`config.mk`:
```
export PLATFORM = sky130hd
export DESIGN_NAME = grid_store
export DESIGN_NICKNAME = d
export VERILOG_FILES = /design/src/rtl/grid_store.sv
export SDC_FILE = /design/constraint.sdc
export NUM_CORES = 1
export LEC_CHECK = 0
export CAP_MARGIN = 30
export CORE_MARGIN = 3
export CORE_UTILIZATION = 55
export DETAILED_ROUTE_END_ITERATION = 16
export PLACE_DENSITY = 0.8
export SLEW_MARGIN = 10
export SYNTH_ARGS = -nofsm -noshare
export SYNTH_HDL_FRONTEND = slang
export SYNTH_SLANG_ARGS = --single-unit
```
`constraint.sdc`:
```
create_clock -name clk -period 4.3 [get_ports clk]
set_clock_uncertainty 0.15 [all_clocks]
set_input_delay 0.86 -clock clk [delete_from_list [all_inputs] [get_ports clk]]
set_output_delay 0.86 -clock clk [all_outputs]
set_load 0.01 [all_outputs]
```
`src/rtl/grid_store.sv`:
```
// Flat cell-data store: single-cell writes (1-cycle latency) plus a one-cell-per-cycle fill sweep.
// wr_ready drops during a fill and in the cycle fill_start is raised; a refused write must be held.
module grid_store #(
  parameter int SIZE_X    = 10,
  parameter int SIZE_Y    = 10,
  parameter int CELL_BITS = 1,
  parameter int XBITS     = $clog2(SIZE_X),
  parameter int YBITS     = $clog2(SIZE_Y),
  parameter int GDBITS    = CELL_BITS*SIZE_X*SIZE_Y
) (
  input  logic                 clk,
  input  logic                 rst,
  input  logic                 wr_valid,
  output logic                 wr_ready,
  input  logic [XBITS-1:0]     wr_x,
  input  logic [YBITS-1:0]     wr_y,
  input  logic [CELL_BITS-1:0] wr_type,
  input  logic                 fill_start,
  input  logic [CELL_BITS-1:0] fill_type,
  output logic                 busy,
  output logic                 fill_done,
  output logic                 wr_err,
  output logic [GDBITS-1:0]    data
);

  localparam int NCELLS = SIZE_X*SIZE_Y;
  localparam int CBITS  = (NCELLS > 1) ? $clog2(NCELLS) : 1;

  typedef enum logic {IDLE, FILL} state_t;

  state_t               state_q, state_d;
  logic [CBITS-1:0]     cnt_q, cnt_d;
  logic [CELL_BITS-1:0] ftype_q, ftype_d;
  logic [GDBITS-1:0]    data_q, data_d;
  logic                 busy_q, busy_d;
  logic                 fill_done_q, fill_done_d;
  logic                 wr_err_q, wr_err_d;

  int  wr_idx;
  int  fill_idx;
  logic wr_in_range;

  assign wr_ready  = ~rst & (state_q == IDLE) & ~fill_start;
  assign busy      = busy_q;
  assign fill_done = fill_done_q;
  assign wr_err    = wr_err_q;
  assign data      = data_q;

  always_comb begin
    state_d     = state_q;
    cnt_d       = cnt_q;
    ftype_d     = ftype_q;
    data_d      = data_q;
    busy_d      = busy_q;
    fill_done_d = 1'b0;
    wr_err_d    = 1'b0;
    wr_in_range = (int'(wr_x) < SIZE_X) && (int'(wr_y) < SIZE_Y);
    wr_idx      = int'(wr_y) * SIZE_X + int'(wr_x);
    fill_idx    = int'(cnt_q);

    case (state_q)
      IDLE: begin
        if (fill_start) begin
          state_d = FILL;
          cnt_d   = '0;
          ftype_d = fill_type;
          busy_d  = 1'b1;
        end else if (wr_valid && wr_ready) begin
          if (wr_in_range) data_d[wr_idx*CELL_BITS +: CELL_BITS] = wr_type;
          else             wr_err_d = 1'b1;
        end
      end
      FILL: begin
        // Sweep writes the current cell unconditionally; the last cell also closes the fill.
        data_d[fill_idx*CELL_BITS +: CELL_BITS] = ftype_q;
        if (cnt_q == CBITS'(NCELLS-1)) begin
          state_d     = IDLE;
          busy_d      = 1'b0;
          fill_done_d = 1'b1;
        end else begin
          cnt_d = cnt_q + CBITS'(1);
        end
      end
      default: state_d = IDLE;
    endcase
  end

  always_ff @(posedge clk or posedge rst) begin
    if (rst) begin
      state_q     <= IDLE;
      cnt_q       <= '0;
      ftype_q     <= '0;
      data_q      <= '0;
      busy_q      <= 1'b0;
      fill_done_q <= 1'b0;
      wr_err_q    <= 1'b0;
    end else begin
      state_q     <= state_d;
      cnt_q       <= cnt_d;
      ftype_q     <= ftype_d;
      data_q      <= data_d;
      busy_q      <= busy_d;
      fill_done_q <= fill_done_d;
      wr_err_q    <= wr_err_d;
    end
  end

endmodule

```
==> impl_results.md <==
* 1st-iter DRT viols at 2300
* Synth unique cells at 88
* Post-synth EDFFs at 0
* Die H at 132 um
* Max-cap viol count at 0
* Area Growth Syn to Fin at 45.6%
* Hpwl dp at 30.7 mm
* Vias in the first global route at 10.9k
* Xor-xnor portion of the synthesized cell area at 2.54%
* CTS root buf: clkbuf_16
* Syn_nets at 1117
* Failing checks: negative setup slack
* CTS tree: built
* Slew Viols, Final at 0
* #FFs+latches synth at 112
* Layout cells sized above 1 at 28.9%
* Worst Setup SP: wr_y[2]
* Crit path time final at 4480 ps
* Largest net degree at the start of global routing at 52
* Worst-Skew Late Latency at 370 ps
* Antenna Violating Nets Remaining at 0
* Synth Flop Type: dfrtp_1
* CP Capture Type: register
* CP Class: primary input to register
* Data arrival, critical path at 4640 ps
* First-pass GRT wire length at 63.9 mm
* Switch Pwr at 3.84 mW
* Grt total ovfl at 0
* Worst R2R Setup Slack at 640 ps
* VDD IR-drop max at 0.364 mV
* Proportion of synthesized area in mux cells at 3.19%
* Initial antenna violation count at 0
* Slew headroom at 38.0%
* Final WL at 44.1 mm
* Share of the synthesized area in the top cell type at 31.9%
* Setup crit end: data[40]
* Post-synthesis share of cell area spent on and, or, nand and nor gates at 23.9%
* DIE WIDTH at 132 um
* Via density per instance at 7.33
* CP max FO at 4
* Net count, final at 1441
* Synth Area in Compound Gates at 30.5%
* Reg-to-Reg End: data[14]
* LEAKAGE at 5.12 nW
* Syn avg cell area at 8.10 um^2
* Pint at 3.87 mW
* Core Region at 0.0154 mm^2
* Ys async rst share at 100%
* Final Total Pwr at 7.71 mW
* DR WL/cell at 27.1 um
* HP Class: register to register
* Worst R2R Path Depth at 9
* DIE AREA at 0.0175 mm^2
* DRT Pass-1 Iters at 12
* Startpoint Class: primary input
* Largest family of logic cells by synthesized area: compound AO/OA/AOI/OAI gates
* CP required at 4470 ps
* Post-synth top cells: dfrtp_1, nand2_1, nor2_1
* Total track usage at 46.5%
* Power Dens Cells at 603 mW/mm^2
* Synth Instances at 1085
* Port bufs at 117
* Clk pin slew, worst setup/hold paths at 80 ps
* Hold Buf Count CTS at 0
* Worst-Margin Slew at 926 ps
* Flop pwr share at 22.6%
* Tcrit/Tclk final at 104%
* Dpl cells at 1596
* Synth area leaders: dfrtp_1, a21oi_1, nand2_1
* H-tree depth at 3
* Worst Slack Setup Final at -177 ps
* Sequential area share after synthesis at 31.9%
* Sw Ratio at 49.8%
* Comb power frac at 65.9%
* Post-synthesis adder-cell area fraction at 2.78%
* Netlist area before placement at 0.00878 mm^2
* Final hold viol count at 0
* Area after DPL at 0.0121 mm^2
* Via count at 11.9k
* Most frequent cell after synthesis: dfrtp_1
* RR Startpoint: cnt_q[2]
* Ports at 118
* Status: finished, violations left
* Clock sink count at 112
* Clock share of power at 11.5%
* Fmax at 0.223 GHz
* Starting Density at 56.9%
* Final cell count without fillers at 1626
* Clk buf depth at 2
* Rows at 45
* Setup WS pre-CTS at -827 ps
* Setup-failing EPs final at 57
* Num CTS Buffers at 9
* Residual DRC count at 0
* Design Area, Final at 0.0128 mm^2
* Yosys warnings at 0
* Dominant cell type by area after synthesis: dfrtp_1
* Gp weighted congestion at 1.07
-- worst min path at each step --
| stage | start | end | slack, ps | depth (start not counted) |
|---|---|---|---|---|
| final | data[60] | data[60] | 370 | 1 |
| after floorplan | cnt_q[6] | cnt_q[6] | 380 | 1 |
| after global placement | data[44] | data[44] | 340 | 1 |
| after CTS | data[60] | data[60] | 370 | 1 |
| after global routing | data[60] | data[60] | 400 | 1 |
| after detailed placement | data[60] | data[60] | 350 | 1 |
-- metrics by stage --
step / utilization (%) / hold slack (ps) / setup TNS, ps
finish: 82.9 / 365 / -3220
global placement: 78.3 / 341 / -43380
detailed placement: 78.3 / 349 / -52180
global route: 82.9 / 400 / -8620
CTS: 81.2 / 365 / 0
floorplan: - / 381 / -60.0
-- worst max-delay path, stage by stage --
cell and delay, ps:
clkdlybuf4s15_1 270, ha_4 220, ha_4 170, xnor2_4 160
inv_2 60, ha_4 280, nand3_1 130, o21ai_2 310
a21oi_4 70, o21ai_2 190, a21oi_2 100, ha_4 300
nand3b_1 130, buf_4 190, nor3_2 140, nand2_1 140
or3_4 390, o22ai_1 280, mux2_2 230
-- sequential cells by signal, indices dropped and copies added, names as in the netlist --
register / cells
busy: 1
ftype_q: 1
cnt_q: 7
state_q: 1
wr_err: 1
data: 100
fill_done: 1
-- power by group through the flow --
stage,clock (mW),combinational [mW],sequential (mW)
final,0.886,5.08,1.74
after global routing,0.917,5.24,1.77
after CTS,0.875,4.69,1.72
after detailed placement,0,4.62,1.73
after global placement,0,4.53,1.72
after floorplan,0,2.31,1.81
-- cells in the final DEF (no fill, tap or decap), drive strengths merged, types with 25 or more instances in the layout --
cell type	n
dfrtp	112
nor2	102
o22ai	30
nor3	55
a21oi	93
clkdlybuf4s50	112
nand2	111
a31oi	38
inv	25
buf	276
a221oi	30
o21ai	47
nand3	68
-- per-layer routing --
layer	track usage, %	up-vias	part of all wire (%)
met5	0	-	0
met1	59.9	5475	34
met3	16.1	360	16
met4	23.0	0	8.3
met2	69.9	1254	42
li1	-	4836	-
-- layout make-up --
class	count	area, um^2
clock buffers	11	253
diodes	1	2.50
repair buffers	393	3380
inverters	22	85.1
flip-flops and latches	112	2800
multi-input cells	871	5950
well taps	211	264
fillers	991	2640
clock inverters	5	45.0
-- what timing repair did --
| action | 4_1_cts | 5_1_grt |
|---|---|---|
| pin swaps | 14 | 23 |
| buffers inserted | 6 | 7 |
| resized for setup | 21 | 49 |
| endpoints found under the setup margin | 99 | 99 |
-- cells by family after synthesis --
| kind of cell | Yosys count |
|---|---|
| XOR/XNOR | 19 |
| AND/OR/NAND/NOR | 424 |
| buffers and inverters | 102 |
| flip-flops | 112 |
| multiplexers | 25 |
| AO/OA/AOI/OAI | 384 |
| adder cells (fa/ha/maj) | 19 |
Note: power is estimated with default switching activity, not from simulation.
